[src/rtl/execute_hazard_unit_if.sv]
// Execute-stage hazard handshake: execute/decode status in, stall/flush control out.
interface execute_hazard_unit_if #(
  parameter int REGISTER_INDEX_WIDTH = 5,
  parameter int PERF_WIDTH           = 16
);
  logic                            ex_start_in;
  logic                            ex_is_mul_in;
  logic                            ex_d_cache_access_in;
  logic                            ex_mem_to_reg_in;
  logic                            ex_reg_write_in;
  logic [REGISTER_INDEX_WIDTH-1:0] ex_dest_reg_in;
  logic [REGISTER_INDEX_WIDTH-1:0] id_rs1_in;
  logic [REGISTER_INDEX_WIDTH-1:0] id_rs2_in;
  logic                            id_uses_rs1_in;
  logic                            id_uses_rs2_in;
  logic                            d_cache_ready_in;
  logic                            branch_taken_in;
  logic                            execution_empty_out;
  logic                            stall_out;
  logic                            set_nop_out;
  logic [PERF_WIDTH-1:0]           stall_cycles_out;

  modport master (
    output ex_start_in, ex_is_mul_in, ex_d_cache_access_in, ex_mem_to_reg_in,
           ex_reg_write_in, ex_dest_reg_in, id_rs1_in, id_rs2_in,
           id_uses_rs1_in, id_uses_rs2_in, d_cache_ready_in, branch_taken_in,
    input  execution_empty_out, stall_out, set_nop_out, stall_cycles_out
  );

  modport slave (
    input  ex_start_in, ex_is_mul_in, ex_d_cache_access_in, ex_mem_to_reg_in,
           ex_reg_write_in, ex_dest_reg_in, id_rs1_in, id_rs2_in,
           id_uses_rs1_in, id_uses_rs2_in, d_cache_ready_in, branch_taken_in,
    output execution_empty_out, stall_out, set_nop_out, stall_cycles_out
  );
endinterface

[src/rtl/execute_hazard_unit.sv]
// Execute-stage occupancy FSM (multiply / cache wait / branch flush), load-use
// hazard detection, and a saturating stall-cycle counter.
module execute_hazard_unit #(
  parameter int WORD_WIDTH           = 32,
  parameter int REGISTER_INDEX_WIDTH = 5,
  parameter int MUL_LATENCY          = 5,
  parameter int PERF_WIDTH           = 16
) (
  input  logic                  clk,
  input  logic                  reset_n,
  execute_hazard_unit_if.slave  hz
);
  localparam int CW = 4;

  generate
    if (MUL_LATENCY < 2 || MUL_LATENCY > 15 || WORD_WIDTH < REGISTER_INDEX_WIDTH) begin : g_bad_param
      $error("execute_hazard_unit: illegal parameterisation");
    end
  endgenerate

  typedef enum logic [1:0] {S_IDLE, S_MUL_BUSY, S_MEM_WAIT, S_FLUSH} state_t;

  state_t                state_q, state_d;
  logic [CW-1:0]         cnt_q, cnt_d;
  logic [PERF_WIDTH-1:0] perf_q;
  logic                  hazard;
  logic                  stall;

  always_comb begin
    hazard = hz.ex_reg_write_in && hz.ex_mem_to_reg_in &&
             (hz.ex_dest_reg_in != '0) &&
             ((hz.id_uses_rs1_in && (hz.id_rs1_in == hz.ex_dest_reg_in)) ||
              (hz.id_uses_rs2_in && (hz.id_rs2_in == hz.ex_dest_reg_in)));
  end

  // Branch flush overrides everything, including a start in the same cycle.
  always_comb begin
    state_d = state_q;
    cnt_d   = cnt_q;
    if (hz.branch_taken_in) begin
      state_d = S_FLUSH;
      cnt_d   = '0;
    end else begin
      unique case (state_q)
        S_IDLE: begin
          if (hz.ex_start_in) begin
            if (hz.ex_is_mul_in) begin
              state_d = S_MUL_BUSY;
              cnt_d   = CW'(MUL_LATENCY - 2);
            end else if (hz.ex_d_cache_access_in && !hz.d_cache_ready_in) begin
              state_d = S_MEM_WAIT;
            end
          end
        end
        S_MUL_BUSY: begin
          if (cnt_q == '0) state_d = S_IDLE;
          else             cnt_d   = cnt_q - CW'(1);
        end
        S_MEM_WAIT: if (hz.d_cache_ready_in) state_d = S_IDLE;
        S_FLUSH:    state_d = S_IDLE;
        default:    state_d = S_IDLE;
      endcase
    end
  end

  always_ff @(posedge clk or negedge reset_n) begin
    if (!reset_n) begin
      state_q <= S_IDLE;
      cnt_q   <= '0;
    end else begin
      state_q <= state_d;
      cnt_q   <= cnt_d;
    end
  end

  // Gated by reset_n so the stall drops the instant reset asserts.
  always_comb begin
    stall = reset_n && (state_q != S_FLUSH) &&
            ((hazard && ((state_q != S_IDLE) || hz.ex_start_in)) ||
             (state_q == S_MUL_BUSY) || (state_q == S_MEM_WAIT));
  end

  always_ff @(posedge clk or negedge reset_n) begin
    if (!reset_n)                      perf_q <= '0;
    else if (stall && (perf_q != '1))  perf_q <= perf_q + PERF_WIDTH'(1);
  end

  assign hz.execution_empty_out = (state_q == S_IDLE);
  assign hz.set_nop_out         = (state_q == S_FLUSH);
  assign hz.stall_out           = stall;
  assign hz.stall_cycles_out    = perf_q;
endmodule

[src/flat_wrapper.sv]
// flat-port wrapper written by rule: the top's interface ports become plain ports
module execute_hazard_unit_flat 
#(
  parameter int WORD_WIDTH           = 32,
  parameter int REGISTER_INDEX_WIDTH = 5,
  parameter int MUL_LATENCY          = 5,
  parameter int PERF_WIDTH           = 16
)
  (clk, reset_n, hz_ex_start_in, hz_ex_is_mul_in, hz_ex_d_cache_access_in, hz_ex_mem_to_reg_in, hz_ex_reg_write_in, hz_ex_dest_reg_in, hz_id_rs1_in, hz_id_rs2_in, hz_id_uses_rs1_in, hz_id_uses_rs2_in, hz_d_cache_ready_in, hz_branch_taken_in, hz_execution_empty_out, hz_stall_out, hz_set_nop_out, hz_stall_cycles_out);
  execute_hazard_unit_if #(.REGISTER_INDEX_WIDTH(REGISTER_INDEX_WIDTH), .PERF_WIDTH(PERF_WIDTH)) hz_i ();
  input  logic clk;
  input  logic reset_n;
  input wire logic [$bits(hz_i.ex_start_in)-1:0] hz_ex_start_in;
  input wire logic [$bits(hz_i.ex_is_mul_in)-1:0] hz_ex_is_mul_in;
  input wire logic [$bits(hz_i.ex_d_cache_access_in)-1:0] hz_ex_d_cache_access_in;
  input wire logic [$bits(hz_i.ex_mem_to_reg_in)-1:0] hz_ex_mem_to_reg_in;
  input wire logic [$bits(hz_i.ex_reg_write_in)-1:0] hz_ex_reg_write_in;
  input wire logic [$bits(hz_i.ex_dest_reg_in)-1:0] hz_ex_dest_reg_in;
  input wire logic [$bits(hz_i.id_rs1_in)-1:0] hz_id_rs1_in;
  input wire logic [$bits(hz_i.id_rs2_in)-1:0] hz_id_rs2_in;
  input wire logic [$bits(hz_i.id_uses_rs1_in)-1:0] hz_id_uses_rs1_in;
  input wire logic [$bits(hz_i.id_uses_rs2_in)-1:0] hz_id_uses_rs2_in;
  input wire logic [$bits(hz_i.d_cache_ready_in)-1:0] hz_d_cache_ready_in;
  input wire logic [$bits(hz_i.branch_taken_in)-1:0] hz_branch_taken_in;
  output wire logic [$bits(hz_i.execution_empty_out)-1:0] hz_execution_empty_out;
  output wire logic [$bits(hz_i.stall_out)-1:0] hz_stall_out;
  output wire logic [$bits(hz_i.set_nop_out)-1:0] hz_set_nop_out;
  output wire logic [$bits(hz_i.stall_cycles_out)-1:0] hz_stall_cycles_out;
  assign hz_i.ex_start_in = hz_ex_start_in;
  assign hz_i.ex_is_mul_in = hz_ex_is_mul_in;
  assign hz_i.ex_d_cache_access_in = hz_ex_d_cache_access_in;
  assign hz_i.ex_mem_to_reg_in = hz_ex_mem_to_reg_in;
  assign hz_i.ex_reg_write_in = hz_ex_reg_write_in;
  assign hz_i.ex_dest_reg_in = hz_ex_dest_reg_in;
  assign hz_i.id_rs1_in = hz_id_rs1_in;
  assign hz_i.id_rs2_in = hz_id_rs2_in;
  assign hz_i.id_uses_rs1_in = hz_id_uses_rs1_in;
  assign hz_i.id_uses_rs2_in = hz_id_uses_rs2_in;
  assign hz_i.d_cache_ready_in = hz_d_cache_ready_in;
  assign hz_i.branch_taken_in = hz_branch_taken_in;
  assign hz_execution_empty_out = hz_i.execution_empty_out;
  assign hz_stall_out = hz_i.stall_out;
  assign hz_set_nop_out = hz_i.set_nop_out;
  assign hz_stall_cycles_out = hz_i.stall_cycles_out;
  execute_hazard_unit #(.WORD_WIDTH(WORD_WIDTH), .REGISTER_INDEX_WIDTH(REGISTER_INDEX_WIDTH), .MUL_LATENCY(MUL_LATENCY), .PERF_WIDTH(PERF_WIDTH)) u_core (.clk(clk), .reset_n(reset_n), .hz(hz_i));
endmodule
[config.mk]
export PLATFORM = sky130hd
export DESIGN_NAME = execute_hazard_unit_flat
export DESIGN_NICKNAME = d
export VERILOG_FILES = /design/src/rtl/execute_hazard_unit_if.sv /design/src/rtl/execute_hazard_unit.sv /design/src/flat_wrapper.sv
export SDC_FILE = /design/constraint.sdc
export NUM_CORES = 1
export LEC_CHECK = 0
export ABC_AREA = 0
export CORE_UTILIZATION = 48
export DETAILED_ROUTE_END_ITERATION = 12
export GPL_ROUTABILITY_DRIVEN = 0
export PLACE_DENSITY_LB_ADDON = 0.3
export REMOVE_ABC_BUFFERS = 1
export SYNTH_ARGS = -nofsm -noshare
export SYNTH_HDL_FRONTEND = slang
export SYNTH_SLANG_ARGS = --single-unit
[constraint.sdc]
create_clock -name clk -period 2.8 [get_ports clk]
set_input_delay 0.42 -clock clk [delete_from_list [all_inputs] [get_ports clk]]
set_output_delay 0.42 -clock clk [all_outputs]
set_load 0.02 [all_outputs]
==> results.yml <==
outcome:
  status: "complete, no violations"
cts:
  post_cts_resized: 1
  post_cts_buffers: 0
  cts_tree: "yes"
  cts-root-buf: "clkbuf_4"
  clkSlewWorstSetupHoldPaths_ps: 120
  cts_buffers: 3
  h-tree-depth: 1
  clk_path_buf_depth: 2
  cts.sinks: 22
  cts_hold_buf: 0
  worstSkewPairLatency_ps: 300
final_layout:
  postLayoutCoreUtil_pct: 73.7
  design_area_mm2: 0.00184
  final_cells: 218
  nets: 218
  area_growth_pct: 42.6
  drive_above_1_share_pct: 10.1
  diodes: 0
timing:
  final-hold-violation-count: 0
  worst_pin_slew_ps: 409
  finalSetupViolCount: 0
  fin_crit_ps: 2660
  slew_violations: 0
  clock.fmax_mhz: 376
  clock_skew_ps: 3.45
  finalCritPeriodShare_pct: 95.0
  rsz0062_at_grt: "false"
  slew_headroom_pct: 72.5
  whs_ps: 492
setup_path:
  path_buf_inv: 2
  critPathLaunchType: "input port"
  crit_slowest_cell: "or4_1"
  r2r-start: "u_core.hz.stall_cycles_out[0]$_DFFE_PN0P_"
  path_max_fanout: 3
  crit_start: "hz_ex_dest_reg_in[0]"
  arrival_ps: 2240
  cp.depth: 6
  cp-end-kind: "primary output"
  r2r_cells: 6
  path_cells: "clkdlybuf4s50_1 > or4_1 > o2111ai_2 > o21ai_2 > and2_1 > dlygate4sd2_1"
  crit_family: "buffers and inverters"
  r2r_slack_ps: 880
  cpPeakStageDelay_ps: 560
  path_class: "input port to primary output"
  cp_data_required_time_ps: 2380
  r2r-end: "u_core.hz.stall_cycles_out[1]$_DFFE_PN0P_"
global_route:
  antenna_found_initial: 0
  grtUsageTotal_pct: 23.5
  gr-total-overflow: 0
  grt_pass1_vias: 1204
  grt_max_degree: 24
  grt_first_pass_wirelength_um: 4850
floorplanning:
  die_w_um: 53.9
  die_h_um: 53.9
  io_pins: 45
  num_rows: 18
  die-area_mm2: 0.00290
  start_util_pct: 51.7
  coreArea_mm2: 0.00250
synthesis:
  muxShareOfSynthArea_pct: 1.74
  syn_area_mm2: 0.00129
  synth_seq_area_share_pct: 42.6
  synth_top_family_by_area: "simple AND/OR/NAND/NOR gates"
  synth_simple_gate_area_share_pct: 25.3
  netlist_instances: 135
  yosys_warnings: 0
  synth_xor_area_share_pct: 16.3
  synth-seq-cells: 22
  synthAdderAreaFrac_pct: 2.91
  synth_compound_area_share_pct: 7.66
  postSynthAreaPerCell_um2: 9.56
  yosys.cell_types.count: 35
routing:
  wl_per_cell_um: 13.9
  ant_nets: 0
  drtPass1Iterations: 4
  drt-vias-per-instance: 5.46
  drc: 0
  drt_iter0_drc: 11
  vias: 1190
  drt-total-wl_um: 3040
power:
  peakVddDrop_mv: 0.592
  p_leak_nw: 0.787
  p_per_area_mw_per_mm2: 516
  p_total_mw: 0.950
worst_hold_path:
  hp-class: "input port to async pin"
flow_run:
  maxCapViolCount: 0
place:
  placed_cells: 214
  dp_hpwl_um: 2320
  port_buffers: 44
  postPlaceCellArea_mm2: 0.00181
cells by family after synthesis:
family | Yosys count
AOI/OAI and AO/OA | 12
xor gates and xnor gates | 24
adders and majority gates | 3
buffers and inverters | 12
DFF | 22
muxes | 2
and+or+nand+nor | 60
worst reg2reg max path, cell delays in order, from the launching register on:
cell and delay (ps):
dfrtp_1 480, ha_1 260, inv_1 60, nor4_1 410, a221oi_2 140, nand2_2 140
mux2_2 340
how the worst max path moves through the flow:
| stage | to |
|---|---|
| 6_report | hz_stall_out |
| 5_1_grt | hz_stall_out |
| 4_1_cts | hz_stall_out |
| 3_5_place_dp | hz_stall_out |
| 3_3_place_gp | hz_stall_out |
| 2_1_floorplan | hz_stall_out |
metrics by stage:
stage / setup WS [ps] / TNS (ps)
floorplan: 828 / 0
global placement: -61.5 / -61.5
detailed placement: -79.1 / -79.1
CTS: 129 / 0
global route: 51.2 / 0
finish: 139 / 0
placed cells by master, fill, tap and decap left out, types with 2 or more instances in the layout:
master | netlist | routed
mux2_2 | 2 | 2
clkdlybuf4s50_1 | 0 | 43
o21ai_0 | 2 | 2
nor3_1 | 6 | 6
ha_1 | 3 | 3
nor2_1 | 11 | 11
nand4_1 | 5 | 5
nand2_1 | 12 | 12
xor2_1 | 7 | 7
clkbuf_4 | 0 | 3
buf_4 | 0 | 5
dfrtp_1 | 22 | 22
nand3_1 | 11 | 11
inv_1 | 12 | 12
xnor2_1 | 17 | 17
and3_1 | 2 | 2
a21oi_1 | 2 | 2
area by class of cell:
type | count | area, um2
Timing Repair Buffer | 49 | 477
Sequential cell | 22 | 551
Inverter | 12 | 45.0
Fill cell | 188 | 658
Tap cell | 30 | 37.5
Multi-Input combinational cell | 101 | 696
Clock buffer | 4 | 36.3
routing by layer:
metal / global-route usage, % / vias to the layer above / routed length [um]
li1: - / 579 / -
met1: 25.4 / 567 / 1260
met2: 44.4 / 39 / 1530
met3: 4.52 / 5 / 208
met4: 8.33 / 0 / 36
met5: 0 / - / 0
synthesized netlist by cell type:
library cell | n | area share [%]
and2_1 | 1 | 0.48
o2111ai_2 | 1 | 1.2
and2_0 | 1 | 0.48
nand2_1 | 12 | 3.5
nand3_1 | 11 | 4.3
dfrtp_1 | 22 | 43
a311oi_1 | 1 | 0.68
a21oi_1 | 2 | 0.78
nor2_1 | 11 | 3.2
nand2_2 | 1 | 0.48
nand4b_1 | 1 | 0.68
o22a_1 | 1 | 0.68
nor3_1 | 6 | 2.3
nor4_2 | 1 | 0.97
a31oi_1 | 1 | 0.48
or4_1 | 1 | 0.58
nand3_2 | 1 | 0.78
xor2_1 | 7 | 4.7
ha_1 | 3 | 2.9
inv_1 | 12 | 3.5
nor4bb_1 | 1 | 0.78
and3_1 | 2 | 0.97
a221oi_2 | 1 | 1.2
o21ai_0 | 2 | 0.78
nand4_1 | 5 | 2.4
or4b_1 | 1 | 0.78
and3_4 | 1 | 0.87
xnor2_1 | 17 | 12
o31ai_1 | 1 | 0.58
nor3_2 | 1 | 0.78
nor4_1 | 1 | 0.48
o21ai_2 | 1 | 0.68
or3_1 | 1 | 0.48
o221ai_1 | 1 | 0.68
mux2_2 | 2 | 1.7
flip-flops by register name, summed over array words and instances (netlist names):
register / count
u_core.hz.stall_cycles_out: 16
u_core.cnt_q: 4
u_core.state_q: 2
where the power goes:
group,internal (mW),switching [mW],total (mW)
Sequential,0.365,0.0676,0.433
Clock,0.0794,0.0918,0.171
Combinational,0.180,0.166,0.346
Total,0.624,0.325,0.950
(Power assumes the default switching activity.)
